$ cat src/rtl/pipeline_ctrl.sv
// Sequencing controller for the RV32I 5-stage pipeline.
// Arbitrates memory freeze, taken-branch squash and load-use stall into per-register
// stall/flush controls. A small FSM tracks outstanding data-memory waits and raises a
// sticky fault on timeout. Saturating counters record stall cycles and branch redirects.
module pipeline_ctrl #(
   parameter int unsigned MEM_TIMEOUT = 16,  // legal range 2..255
   parameter int unsigned CNT_W       = 32
) (
   input  logic             clk,
   input  logic             rst_n,
   input  logic [4:0]       id_rs1,
   input  logic [4:0]       id_rs2,
   input  logic             id_use_rs1,
   input  logic             id_use_rs2,
   input  logic             ex_valid,
   input  logic [4:0]       ex_rd,
   input  logic             ex_is_load,
   input  logic             branch_taken,
   input  logic             dmem_req,
   input  logic             dmem_ack,
   input  logic             fault_clr,
   output logic             pc_stall,
   output logic             if_id_stall,
   output logic             if_id_flush,
   output logic             id_ex_stall,
   output logic             id_ex_flush,
   output logic             ex_mem_stall,
   output logic             pc_sel_branch,
   output logic             mem_fault,
   output logic [CNT_W-1:0] stall_cycles,
   output logic [CNT_W-1:0] flush_count
);

   typedef enum logic [1:0] {StRun, StMemWait, StFault} state_e;

   // Last wait-counter value tolerated before the access is declared lost.
   localparam logic [7:0] WaitLast = 8'(MEM_TIMEOUT - 1);

   state_e           state_q, state_d;
   logic [7:0]       wait_cnt_q, wait_cnt_d;
   logic             fault_q, fault_d;
   logic [CNT_W-1:0] stall_cnt_q, stall_cnt_d;
   logic [CNT_W-1:0] flush_cnt_q, flush_cnt_d;

   logic freeze;
   logic load_use;
   logic branch_go;
   logic lu_go;

   // FSM next state, wait counter and sticky fault flag.
   always_comb begin
      state_d    = state_q;
      wait_cnt_d = '0;
      fault_d    = fault_q;
      case (state_q)
         StRun: begin
            // req with same-cycle ack is a zero-wait access: stay in RUN.
            if (dmem_req && !dmem_ack) begin
               state_d = StMemWait;
            end
         end
         StMemWait: begin
            if (dmem_ack) begin
               state_d = StRun;
            end else if (wait_cnt_q == WaitLast) begin
               state_d = StFault;
               fault_d = 1'b1;
            end else begin
               wait_cnt_d = wait_cnt_q + 8'd1;
            end
         end
         StFault: begin
            if (fault_clr) begin
               state_d = StRun;
               fault_d = 1'b0;
            end
         end
         default: state_d = StRun;
      endcase
   end

   // Hazard arbitration: freeze > taken branch > load-use.
   always_comb begin
      freeze = ((state_q == StRun) && dmem_req && !dmem_ack) ||
               ((state_q == StMemWait) && !dmem_ack) ||
               (state_q == StFault);
      load_use = ex_valid && ex_is_load && (ex_rd != 5'd0) &&
                 ((id_use_rs1 && (id_rs1 == ex_rd)) || (id_use_rs2 && (id_rs2 == ex_rd)));
      branch_go = !freeze && ex_valid && branch_taken;
      lu_go     = !freeze && !branch_go && load_use;
   end

   // Pipeline-register controls; forced low while reset is held.
   always_comb begin
      pc_stall      = rst_n && (freeze || lu_go);
      if_id_stall   = rst_n && (freeze || lu_go);
      if_id_flush   = rst_n && branch_go;
      id_ex_stall   = rst_n && freeze;
      id_ex_flush   = rst_n && (branch_go || lu_go);
      ex_mem_stall  = rst_n && freeze;
      pc_sel_branch = rst_n && branch_go;
   end

   // Saturating performance counter next values.
   always_comb begin
      stall_cnt_d = stall_cnt_q;
      flush_cnt_d = flush_cnt_q;
      if (pc_stall && (stall_cnt_q != '1)) begin
         stall_cnt_d = stall_cnt_q + CNT_W'(1);
      end
      if (pc_sel_branch && (flush_cnt_q != '1)) begin
         flush_cnt_d = flush_cnt_q + CNT_W'(1);
      end
   end

   // State, wait counter, fault flag and counter registers.
   always_ff @(posedge clk or negedge rst_n) begin
      if (!rst_n) begin
         state_q     <= StRun;
         wait_cnt_q  <= '0;
         fault_q     <= 1'b0;
         stall_cnt_q <= '0;
         flush_cnt_q <= '0;
      end else begin
         state_q     <= state_d;
         wait_cnt_q  <= wait_cnt_d;
         fault_q     <= fault_d;
         stall_cnt_q <= stall_cnt_d;
         flush_cnt_q <= flush_cnt_d;
      end
   end

   assign mem_fault    = fault_q;
   assign stall_cycles = stall_cnt_q;
   assign flush_count  = flush_cnt_q;

endmodule
$ cat config.mk
export PLATFORM = sky130hd
export DESIGN_NAME = pipeline_ctrl
export DESIGN_NICKNAME = d
export VERILOG_FILES = /design/src/rtl/pipeline_ctrl.sv
export SDC_FILE = /design/constraint.sdc
export NUM_CORES = 1
export LEC_CHECK = 0
export CORE_ASPECT_RATIO = 0.8
export CORE_MARGIN = 1.5
export CORE_UTILIZATION = 45
export DETAILED_ROUTE_END_ITERATION = 16
export PLACE_DENSITY = 0.77
export SLEW_MARGIN = 20
export SYNTH_ARGS = -nofsm -noshare
export SYNTH_HDL_FRONTEND = slang
export SYNTH_SLANG_ARGS = --single-unit
$ cat constraint.sdc
create_clock -name clk -period 4.5 [get_ports clk]
set_input_delay 0.45 -clock clk [delete_from_list [all_inputs] [get_ports clk]]
set_output_delay 0.45 -clock clk [all_outputs]
set_load 0.01 [all_outputs]
==> impl_metrics.json <==
{
  "post-route-min-period_ns": 3.23,
  "synth_edf_count": 0,
  "pin_count": 97,
  "yosys_most_used_dff": "dfrtp_1",
  "synthXorXnorAreaFrac": 0.174,
  "cts_buffers": 9,
  "arrival_ns": 2.78,
  "clk_pin_slew_ns": 0.07,
  "routedWlPerCell_um": 15.2,
  "setup_viol": 0,
  "synth_top_family_by_area": "simple AND/OR/NAND/NOR gates",
  "ys.warnings.count": 0,
  "drv_cap": 0,
  "p_sw_frac": 0.226,
  "nNetsFinal": 484,
  "grt_max_degree": 70,
  "core_area_mm2": 0.00841,
  "critPathMaxFanout": 7,
  "yosys.area_share.simple": 0.268,
  "syn_inst": 355,
  "synth_cell_type_count": 49,
  "syn_avg_cell_area_um2": 10.9,
  "row_count": 30,
  "yosysTopAreaCellShare": 0.484,
  "switchingPower_mw": 0.366,
  "final_hold_viol_count": 0,
  "dieArea_mm2": 0.00918,
  "pwr-share-seq": 0.462,
  "vias": 3037,
  "min_path_type": "reg -> reg",
  "status": "complete, no violations",
  "htreeDepth": 3,
  "synth_top_area_cell": "dfrtp_1",
  "dp_hpwl_um": 6350,
  "area_delta_synth_final_pct": 34.0,
  "vdd_ir_drop_max_v": 0.000193,
  "drtIter0Drc": 113,
  "grt_pass1_vias": 2968,
  "synth_area_leaders": "dfrtp_1 48%, xnor2_1 11%, xor2_1 6.6%, and3_1 3.4%, nand3_1 3.2%",
  "report.final.slew_viol_count": 0,
  "grt_pass1_wl_um": 14200,
  "synthAdderAreaFrac": 0.00969,
  "synthArstFlopShare": 1.00,
  "drive_above_1_share": 0.0978,
  "start_util": 0.461,
  "port_buffers": 96,
  "die_h_um": 86.0,
  "combPwrFrac": 0.120,
  "synth_compound_area_frac": 0.0333,
  "p_int_mw": 1.25,
  "power.density_mw_per_mm2": 312,
  "cts_tree": "yes",
  "fillers": 704,
  "clock_latency_ns": 0.34,
  "syn-cell-area_mm2": 0.00387,
  "cts_buffer_depth": 2,
  "clock_skew_ns": 0.00826,
  "cts_sinks": 75,
  "finalSetupTns_ns": 0,
  "avgViaCountPerCell": 5.31,
  "placed_area_mm2": 0.00492,
  "p_leak_nw": 2.27,
  "max_freq_mhz": 309,
  "required_ns": 4.05,
  "clockPowerShare": 0.419,
  "cts-root-buf": "clkbuf_8",
  "p_total_mw": 1.62,
  "drtPass1Iterations": 5,
  "end_kind": "output port",
  "rsz0062_at_grt": "no",
  "timing.final.crit_share": 0.719,
  "grt_overflow_total": 0,
  "crit_type": "in -> out",
  "num_antenna_cells": 0,
  "ant_nets": 0,
  "start_kind": "input pin",
  "drc_errors": 0,
  "grtUsageTotal": 0.198,
  "fin_area_mm2": 0.00519,
  "gp_congestion": 0.847,
  "ys_ff_latch": 75,
  "syn-num-nets": 383,
  "slew_headroom": 0.287,
  "tightest_slew_ns": 1.07,
  "cts_setup_buffers": 0,
  "antenna_found_initial": 0,
  "ys_seq_area_frac": 0.484,
  "die_w_um": 107,
  "synth_mux_area_frac": 0.00678,
  "wirelength_um": 8670
}
-- logic make-up after synthesis --
kind of cell,after synthesis
and+or+nand+nor,167
xor gates and xnor gates,77
buffers and inverters,15
AOI/OAI and AO/OA,16
adders and majority gates,3
DFF,75
muxes,2
-- layer usage --
metal	vias up	share of wire	track usage
met1	1489	0.46	0.263
met3	10	0.064	0.0593
met2	90	0.46	0.317
met4	0	0.013	0.0509
met5	-	0	0
li1	1448	-	-
-- power by group through the flow --
stage	clock, mW	sequential [mW]	combinational [mW]
floorplan	0	0.767	0.0687
global placement	0	0.758	0.191
detailed placement	0	0.761	0.195
CTS	0.690	0.748	0.196
global route	0.719	0.755	0.212
finish	0.678	0.748	0.194
-- path summary, 6_finish.rpt --
path / start / to / slack, ns / cells past startpoint
min in group asynchronous: rst_n / stall_cycles[8] / 0.49 / 2
worst max register to register: state_q[0] / stall_cycles[1] / 1.87 / 5
max in group asynchronous: rst_n / stall_cycles[11] / 2.94 / 3
worst max-delay path: ex_rd[0] / pc_stall / 1.27 / 7
worst min-delay path: wait_cnt_q[0] / wait_cnt_q[0] / 0.46 / 1
worst min register to register: wait_cnt_q[0] / wait_cnt_q[0] / 0.46 / 1
-- sequential cells by signal, indices dropped and copies added, names as in the netlist --
register,cells
mem_fault,1
stall_cycles,32
wait_cnt_q,8
state_q,2
flush_count,32
-- cells in the mapped netlist (4+ instances only) --
master / number
nand2_1: 24
nor4_1: 5
xnor2_1: 48
and3_1: 21
nand3_2: 6
nand4_1: 20
and4_1: 8
inv_1: 5
nand3_1: 25
and2_1: 5
dfrtp_1: 75
a21oi_1: 5
nor2_1: 19
nor3_1: 6
nand4_2: 4
xor2_1: 29
-- placed cells by master, fill, tap and decap left out, drive strengths merged, types with 2 or more instances in the layout --
cell type and n:
clkdlybuf4s50 95, dfrtp 75, xnor2 48, nand3 31, xor2 29, nand2 25
nand4 24, and3 22, nor2 19, clkbuf 10, and4 8, nor3 8
and2 8, a21oi 6, nor4 6, inv 6, bufinv 4, nor2b 3
ha 3, buf 3, or3 2, nand2b 2, or2 2, a21o 2
nor4b 2, nand4b 2, nor3b 2, mux2 2
-- critical path, cell delays in order --
cell,delay [ns]
clkdlybuf4s50_1,0.46
or3_1,0.39
o311a_1,0.32
and2_1,0.19
a21oi_2,0.35
inv_1,0.12
clkdlybuf4s50_1,0.50
-- stage by stage --
stage	util	hold slack, ns	setup slack [ns]	std cells
2_1_floorplan	-	0.154	2.19	355
5_1_grt	0.617	0.490	1.12	572
3_5_place_dp	0.585	0.300	1.23	556
4_1_cts	0.617	0.463	1.23	572
6_report	0.617	0.461	1.27	572
3_3_place_gp	0.585	0.299	1.26	556
-- layout make-up --
class | instances | area [µm²] | share of cell area
multi-input cells | 265 | 1900 | 0.367
well taps | 112 | 140 | 0.0270
inverters | 6 | 22.5 | 0.00434
flip-flops and latches | 75 | 1880 | 0.362
clock buffers | 10 | 138 | 0.0265
repair buffers | 99 | 983 | 0.189
clock inverters | 5 | 125 | 0.0241
-- what timing repair did --
item / in CTS / in global routing
resized for setup: 0 / 0
endpoints found under the setup margin: 0 / 0
hold buffers: 1 / 0
endpoints found under the hold margin: 6 / 0
No activity file was read; power rests on OpenSTA's default activity.
